### src/rtl/lzd_share_arbiter.sv
// Round-robin sharing of one leading-zero detector among N_REQ clients.
// Grants one request, runs the LZD with a timeout, returns a tagged count.
module lzd_share_arbiter #(
    parameter int N_REQ   = 4,
    parameter int ID_W    = 2,
    parameter int TIMEOUT = 15
) (
    input  logic               clk,
    input  logic               rst_n,
    input  logic [N_REQ-1:0]   req,
    input  logic [8*N_REQ-1:0] req_data,
    output logic [N_REQ-1:0]   gnt,
    output logic               lzd_en,
    output logic [7:0]         lzd_in,
    input  logic [3:0]         lzd_out,
    input  logic               lzd_done,
    output logic               rsp_valid,
    input  logic               rsp_ready,
    output logic [ID_W-1:0]    rsp_id,
    output logic [3:0]         rsp_count,
    output logic               rsp_err,
    output logic               busy
);

    typedef enum logic [1:0] {
        IDLE,
        RUN,
        RESP
    } state_t;

    state_t          state;
    state_t          state_nx;
    logic [ID_W-1:0] ptr;
    logic [ID_W-1:0] win;
    logic [ID_W-1:0] idx;
    logic            found;
    logic [3:0]      wait_cnt;
    logic            first;
    logic            hit;
    logic            tmo;

    // done is not trusted in the first RUN cycle; wait_cnt never returns to 0
    assign first = (wait_cnt == 4'd0);
    assign hit   = lzd_done && !first;
    assign tmo   = (wait_cnt == 4'(TIMEOUT));

    assign lzd_en    = (state == RUN);
    assign rsp_valid = (state == RESP);
    assign busy      = (state != IDLE);

    // first set request at or after ptr, wrapping upward
    always_comb begin
        win   = '0;
        idx   = '0;
        found = 1'b0;
        for (int i = 0; i < N_REQ; i++) begin
            idx = ptr + i[ID_W-1:0];
            if (!found && req[idx]) begin
                win   = idx;
                found = 1'b1;
            end
        end
    end

    // state register
    always_ff @(posedge clk or negedge rst_n) begin
        if (!rst_n) begin
            state <= IDLE;
        end else begin
            state <= state_nx;
        end
    end

    // next-state logic; done beats a simultaneous timeout
    always_comb begin
        state_nx = state;
        unique case (state)
            IDLE: if (found) state_nx = RUN;
            RUN:  if (hit || tmo) state_nx = RESP;
            RESP: if (rsp_ready) state_nx = IDLE;
            default: state_nx = IDLE;
        endcase
    end

    // grant, operand latch, wait counter and response capture
    always_ff @(posedge clk or negedge rst_n) begin
        if (!rst_n) begin
            ptr       <= '0;
            gnt       <= '0;
            lzd_in    <= '0;
            rsp_id    <= '0;
            rsp_count <= '0;
            rsp_err   <= 1'b0;
            wait_cnt  <= '0;
        end else begin
            gnt <= '0;
            unique case (state)
                IDLE: begin
                    if (found) begin
                        lzd_in   <= req_data[8*win +: 8];
                        rsp_id   <= win;
                        gnt      <= N_REQ'(1) << win;
                        wait_cnt <= '0;
                        ptr      <= win + 1'b1;
                    end
                end
                RUN: begin
                    if (wait_cnt != 4'd15) begin
                        wait_cnt <= wait_cnt + 4'd1;
                    end
                    if (hit) begin
                        rsp_count <= lzd_out;
                        rsp_err   <= 1'b0;
                    end else if (tmo) begin
                        rsp_count <= 4'd8;
                        rsp_err   <= 1'b1;
                    end
                end
                default: ;
            endcase
        end
    end

endmodule
### config.mk
export PLATFORM = sky130hd
export DESIGN_NAME = lzd_share_arbiter
export DESIGN_NICKNAME = d
export VERILOG_FILES = /design/src/rtl/lzd_share_arbiter.sv
export SDC_FILE = /design/constraint.sdc
export NUM_CORES = 1
export LEC_CHECK = 0
export CORE_MARGIN = 2
export CORE_UTILIZATION = 44
export DETAILED_ROUTE_END_ITERATION = 10
export PLACE_DENSITY = 0.84
export SLEW_MARGIN = 10
export SYNTH_ARGS = -nofsm -noshare
export SYNTH_HDL_FRONTEND = slang
export SYNTH_SLANG_ARGS = --single-unit
### constraint.sdc
create_clock -name clk -period 4.8 [get_ports clk]
set_input_delay 0.96 -clock clk [delete_from_list [all_inputs] [get_ports clk]]
set_output_delay 0.96 -clock clk [all_outputs]
set_load 0.1 [all_outputs]
**Word-level counts from Yosys, hierarchy flattened**

Cells that the tools add are included.

- Bits of input ports: 44
- Output and inout port bits: 22
- Word-level logic and storage cells: 74
- Bits in registers: 27

- Shifts and indexed selects: 2
- Order comparisons: 4
- Mux-type cells: 29
- Add/sub/neg operators: 5
- Reduce and logical (&&, ||, !) cells: 18
- Equality and inequality tests: 8

Operators by type and width:

| cell | number |
|---|---|
| $shiftx 32x6->8 | 1 |
| $mux 4 | 6 |
| $mux 2 | 7 |
| $lt 2x3->1 const B | 4 |
| $mux 1 | 10 |
| $bmux 1 s2 | 4 |
| $pmux 4 s2 | 1 |
| $ne 2x1->1 const B | 3 |
| $pmux 2 s3 | 1 |
| $reduce_and 3->1 | 2 |
| $reduce_bool 2->1 | 3 |
| $add 2x1->2 const B | 2 |
| $add 2x2->2 const B | 2 |
| $add 4x1->4 const B | 1 |
| $eq 4x4->1 const B | 1 |
| $logic_and 1x1->1 | 4 |
| $logic_not 1->1 | 4 |
| $logic_not 4->1 | 1 |
| $ne 4x4->1 const B | 1 |
| $reduce_and 2->1 | 2 |
| $shl 1x2->4 const A | 1 |
| $eq 2x1->1 const B | 1 |
| $eq 2x2->1 const B | 1 |
| $logic_not 2->1 | 1 |
| 2 further kinds | 2 |

**Depth between registers and ports, before layout**

- Depth in word-level cells: 15
- Gate-level depth with buffers: 7
- Gate-level depth less buffers: 6

**Worst setup path after synthesis**

OpenSTA, ideal clock, no wires.

- Kind: register -> output
- From: reg state[0]
- To: out lzd_en
- Path buffers: 0
- Path slack: 1.944 ns
- Arrival: 1.896 ns
- Stages on the path, launching flop included: 2
- Required time: 3.840 ns
- Path through: dfrtp_1 nor2b_1

- Word-level cells in the longest chain between the ends: 1

RTL lines:

| what | RTL line | text |
|---|---|---|
| start: declaration | 31 | `state_t state;` |
| start signal: assignment | 70 | `state <= state_nx;` |
| $eq 2x1->1 | 47 | `assign lzd_en = (state == RUN);` |
| end: declaration | 13 | `output logic lzd_en,` |

Every way passes these cells.

**Worst setup path in the final report**

Same ends and word-level chain as after synthesis.

==> reports/results.txt <==
CP Buf/Inv Count: 1
Yosys reg bits: 27
Distinct cells, synth: 36
Post-synth EDFFs: 0
Worst Setup SP: state[0]
Yosys warning count: 0
Worst r2r dst: lzd_in[7]
Fin crit period: 3.332 ns
Hold path startpoint: rsp_id[0]
Tcrit/Tclk final: 69.42%
Type of the worst setup path: reg -> out
Port Buffer Count: 65
Critical Path Sink Type: output pin
Mapped Area: 1466 um^2
RSZ-0062 raised after global routing: false
Core footprint: 3103 um^2
Vias in the first global route: 1311
Largest net degree at the start of global routing: 28
Ranking of synthesized cells by area: dfrtp_1, mux2i_1, a2111oi_0, nor2_1, a211oi_1
Min-delay worst type: reg -> reg
CTS clock-pin slew for the worst setup and hold paths: 0.14 ns
CP Data Required Time: 3.84 ns
Crit-path leading delay family: buffers and inverters
Final hold vios: 0
Clock root buffer: clkbuf_4
CTS buffer count: 3
GRT Overall Usage: 20.25%
CP Launch Type: flop
Clock Sinks: 27
# DRC: 0
FFs w/ async S/R, synth: 100.0%
Yosys top cell area share: 46.08%
Launch point of the worst reg-to-reg path: ptr[1]
PostCTS Resize Cnt: 0
Clock Skew: 0.003684 ns
Die width: 61.73 um
Cell count after synthesis: 151
Share of cells above drive strength 1: 3.286%
Crit path DAT: 2.37 ns
Max-cap violations: 0
Drt first-iter violations: 80
Routability Congestion: 0.7948
Synthesized Nets: 197
Area of the multi-input gates: 715.7 um^2
Worst path depth: 2
Crit-path slowest cell: clkdlybuf4s50_1
Diodes inserted: 0
Peak per-stage delay on the critical path: 1.21 ns
Sequential Area: 675.6 um^2
Achievable frequency: 300.1 MHz
R2R depth: 5
DR vias/cell: 5.420
Hold_buf cts: 0
Drt total wl: 3564 um
I/O pins: 66
Worst-margin pin slew: 0.9819 ns
Final setup vio count: 0
Synth Flop Type: dfrtp_1
Syn_area_per_cell: 9.711 um^2
Min-Delay Path Depth: 2
Max-slew headroom: 34.34%
Area leader, netlist: dfrtp_1
Setup TNS: 0 ns
Post-route ant nets: 0
Chip Height: 61.73 um
Flop-to-flop setup slack: 2.50 ns
Worst-path fanout max: 6
Row count: 20
Final Max Slew Viols: 0
Setup crit end: lzd_en
Clk buf depth: 2
Overflow after GRT: 0
Post-CTS setup buffer count: 0
CTS tree: done
Outcome: finished, final reports clean
Fillcell total: 247
First drt pass iteration count: 4
H-tree depth: 1
CP Cell Sequence: nor2b_1 -> clkdlybuf4s50_1
Area added between synthesis and finish: 47.10%
Die ar.: 3811 um^2
Drt wl/cell: 13.87 um
Via count: 1393
First-pass GRT wire length: 5623 um
HPWL after DPL: 2770 um
Fin nets: 260
Clock latency at the later pin of the worst-skew pair: 0.33 ns
Initial antenna violation count: 0
Post-synthesis sequential area ratio: 46.08%
Starting Density: 47.26%
[flip-flops by register name (all words and copies together) (netlist names)]
name / count
gnt: 4
rsp_id: 2
wait_cnt: 4
ptr: 2
state: 2
rsp_count: 4
rsp_err: 1
lzd_in: 8
[worst reg2reg max path: stages, from the launching register on]
cell,delay (ns)
dfrtp_1,0.48
mux2i_1,0.15
a2bb2oi_1,0.61
nand2_1,0.47
mux2i_1,0.22
a211oi_1,0.27
[cell families after synthesis]
group / synth area share (%)
AO/OA/AOI/OAI: 23.81
flip-flops: 46.08
buffers and inverters: 5.119
adder cells (fa/ha/maj): 1.706
AND/OR/NAND/NOR: 15.96
multiplexers: 6.144
XOR/XNOR: 1.195
[metrics by stage]
stage	setup WS [ns]	hold slack, ns	std cells	cell area, um^2	utilization [%]
4_1_cts	1.452	0.5069	257	2157	69.52
5_1_grt	1.383	0.5195	257	2157	69.52
3_3_place_gp	1.777	0.4657	253	2131	68.67
6_report	1.468	0.4989	257	2157	69.52
2_1_floorplan	1.944	0.4971	151	1466	-
3_5_place_dp	1.493	0.4740	253	2131	68.67
[worst min path at each step]
stage | endpoint | slack [ns]
2_1_floorplan | wait_cnt[1] | 0.50
3_3_place_gp | rsp_id[0] | 0.47
3_5_place_dp | rsp_id[1] | 0.47
4_1_cts | rsp_id[1] | 0.51
5_1_grt | rsp_id[0] | 0.52
6_report | rsp_id[0] | 0.50
[final cells by class]
cell class,instances,share of cell area (%)
multi-input combinational,109,33.18
sequential,27,31.32
timing repair buffer,66,30.51
tap,44,2.552
clock buffer,4,1.218
inverter,7,1.218
[layer usage]
layer	GRT usage (%)	share of wire [%]	vias to the layer above	routed length (um)
met5	0	0	-	0
met4	10.64	2.4	0	87
met3	3.727	8.5	9	302
met2	33.68	47	76	1663
met1	25.03	42	643	1512
li1	-	-	665	-
[synth_stat cells (4+ instances only)]
cell       number
a22o_1          4
dfrtp_1        27
mux2i_1         9
o21ai_0         6
nand2_1        15
nor2_1         17
a211oi_1        8
inv_1           7
a2111oi_0       8
a21boi_0        8
[layout by cell type (no fill, tap or decap), types with 2 or more instances in the layout]
cell	netlist	layout
nand2_1	15	15
dfrtp_1	27	27
o21ai_0	6	6
ha_1	2	2
clkbuf_4	0	3
nand3_1	2	2
nor2b_1	2	2
and2_1	3	3
clkdlybuf4s50_1	0	65
nand2b_1	3	3
a211oi_1	8	8
a21oi_1	3	3
mux2i_1	9	9
a2111oi_0	8	8
a22o_1	4	4
and2_4	2	2
nor2_1	17	17
inv_1	7	7
a21o_1	3	3
a21boi_0	8	8
Power is left out: the tool's default activity adds up to more than one toggle a clock period on the data nets, which glitch-free logic cannot reach.
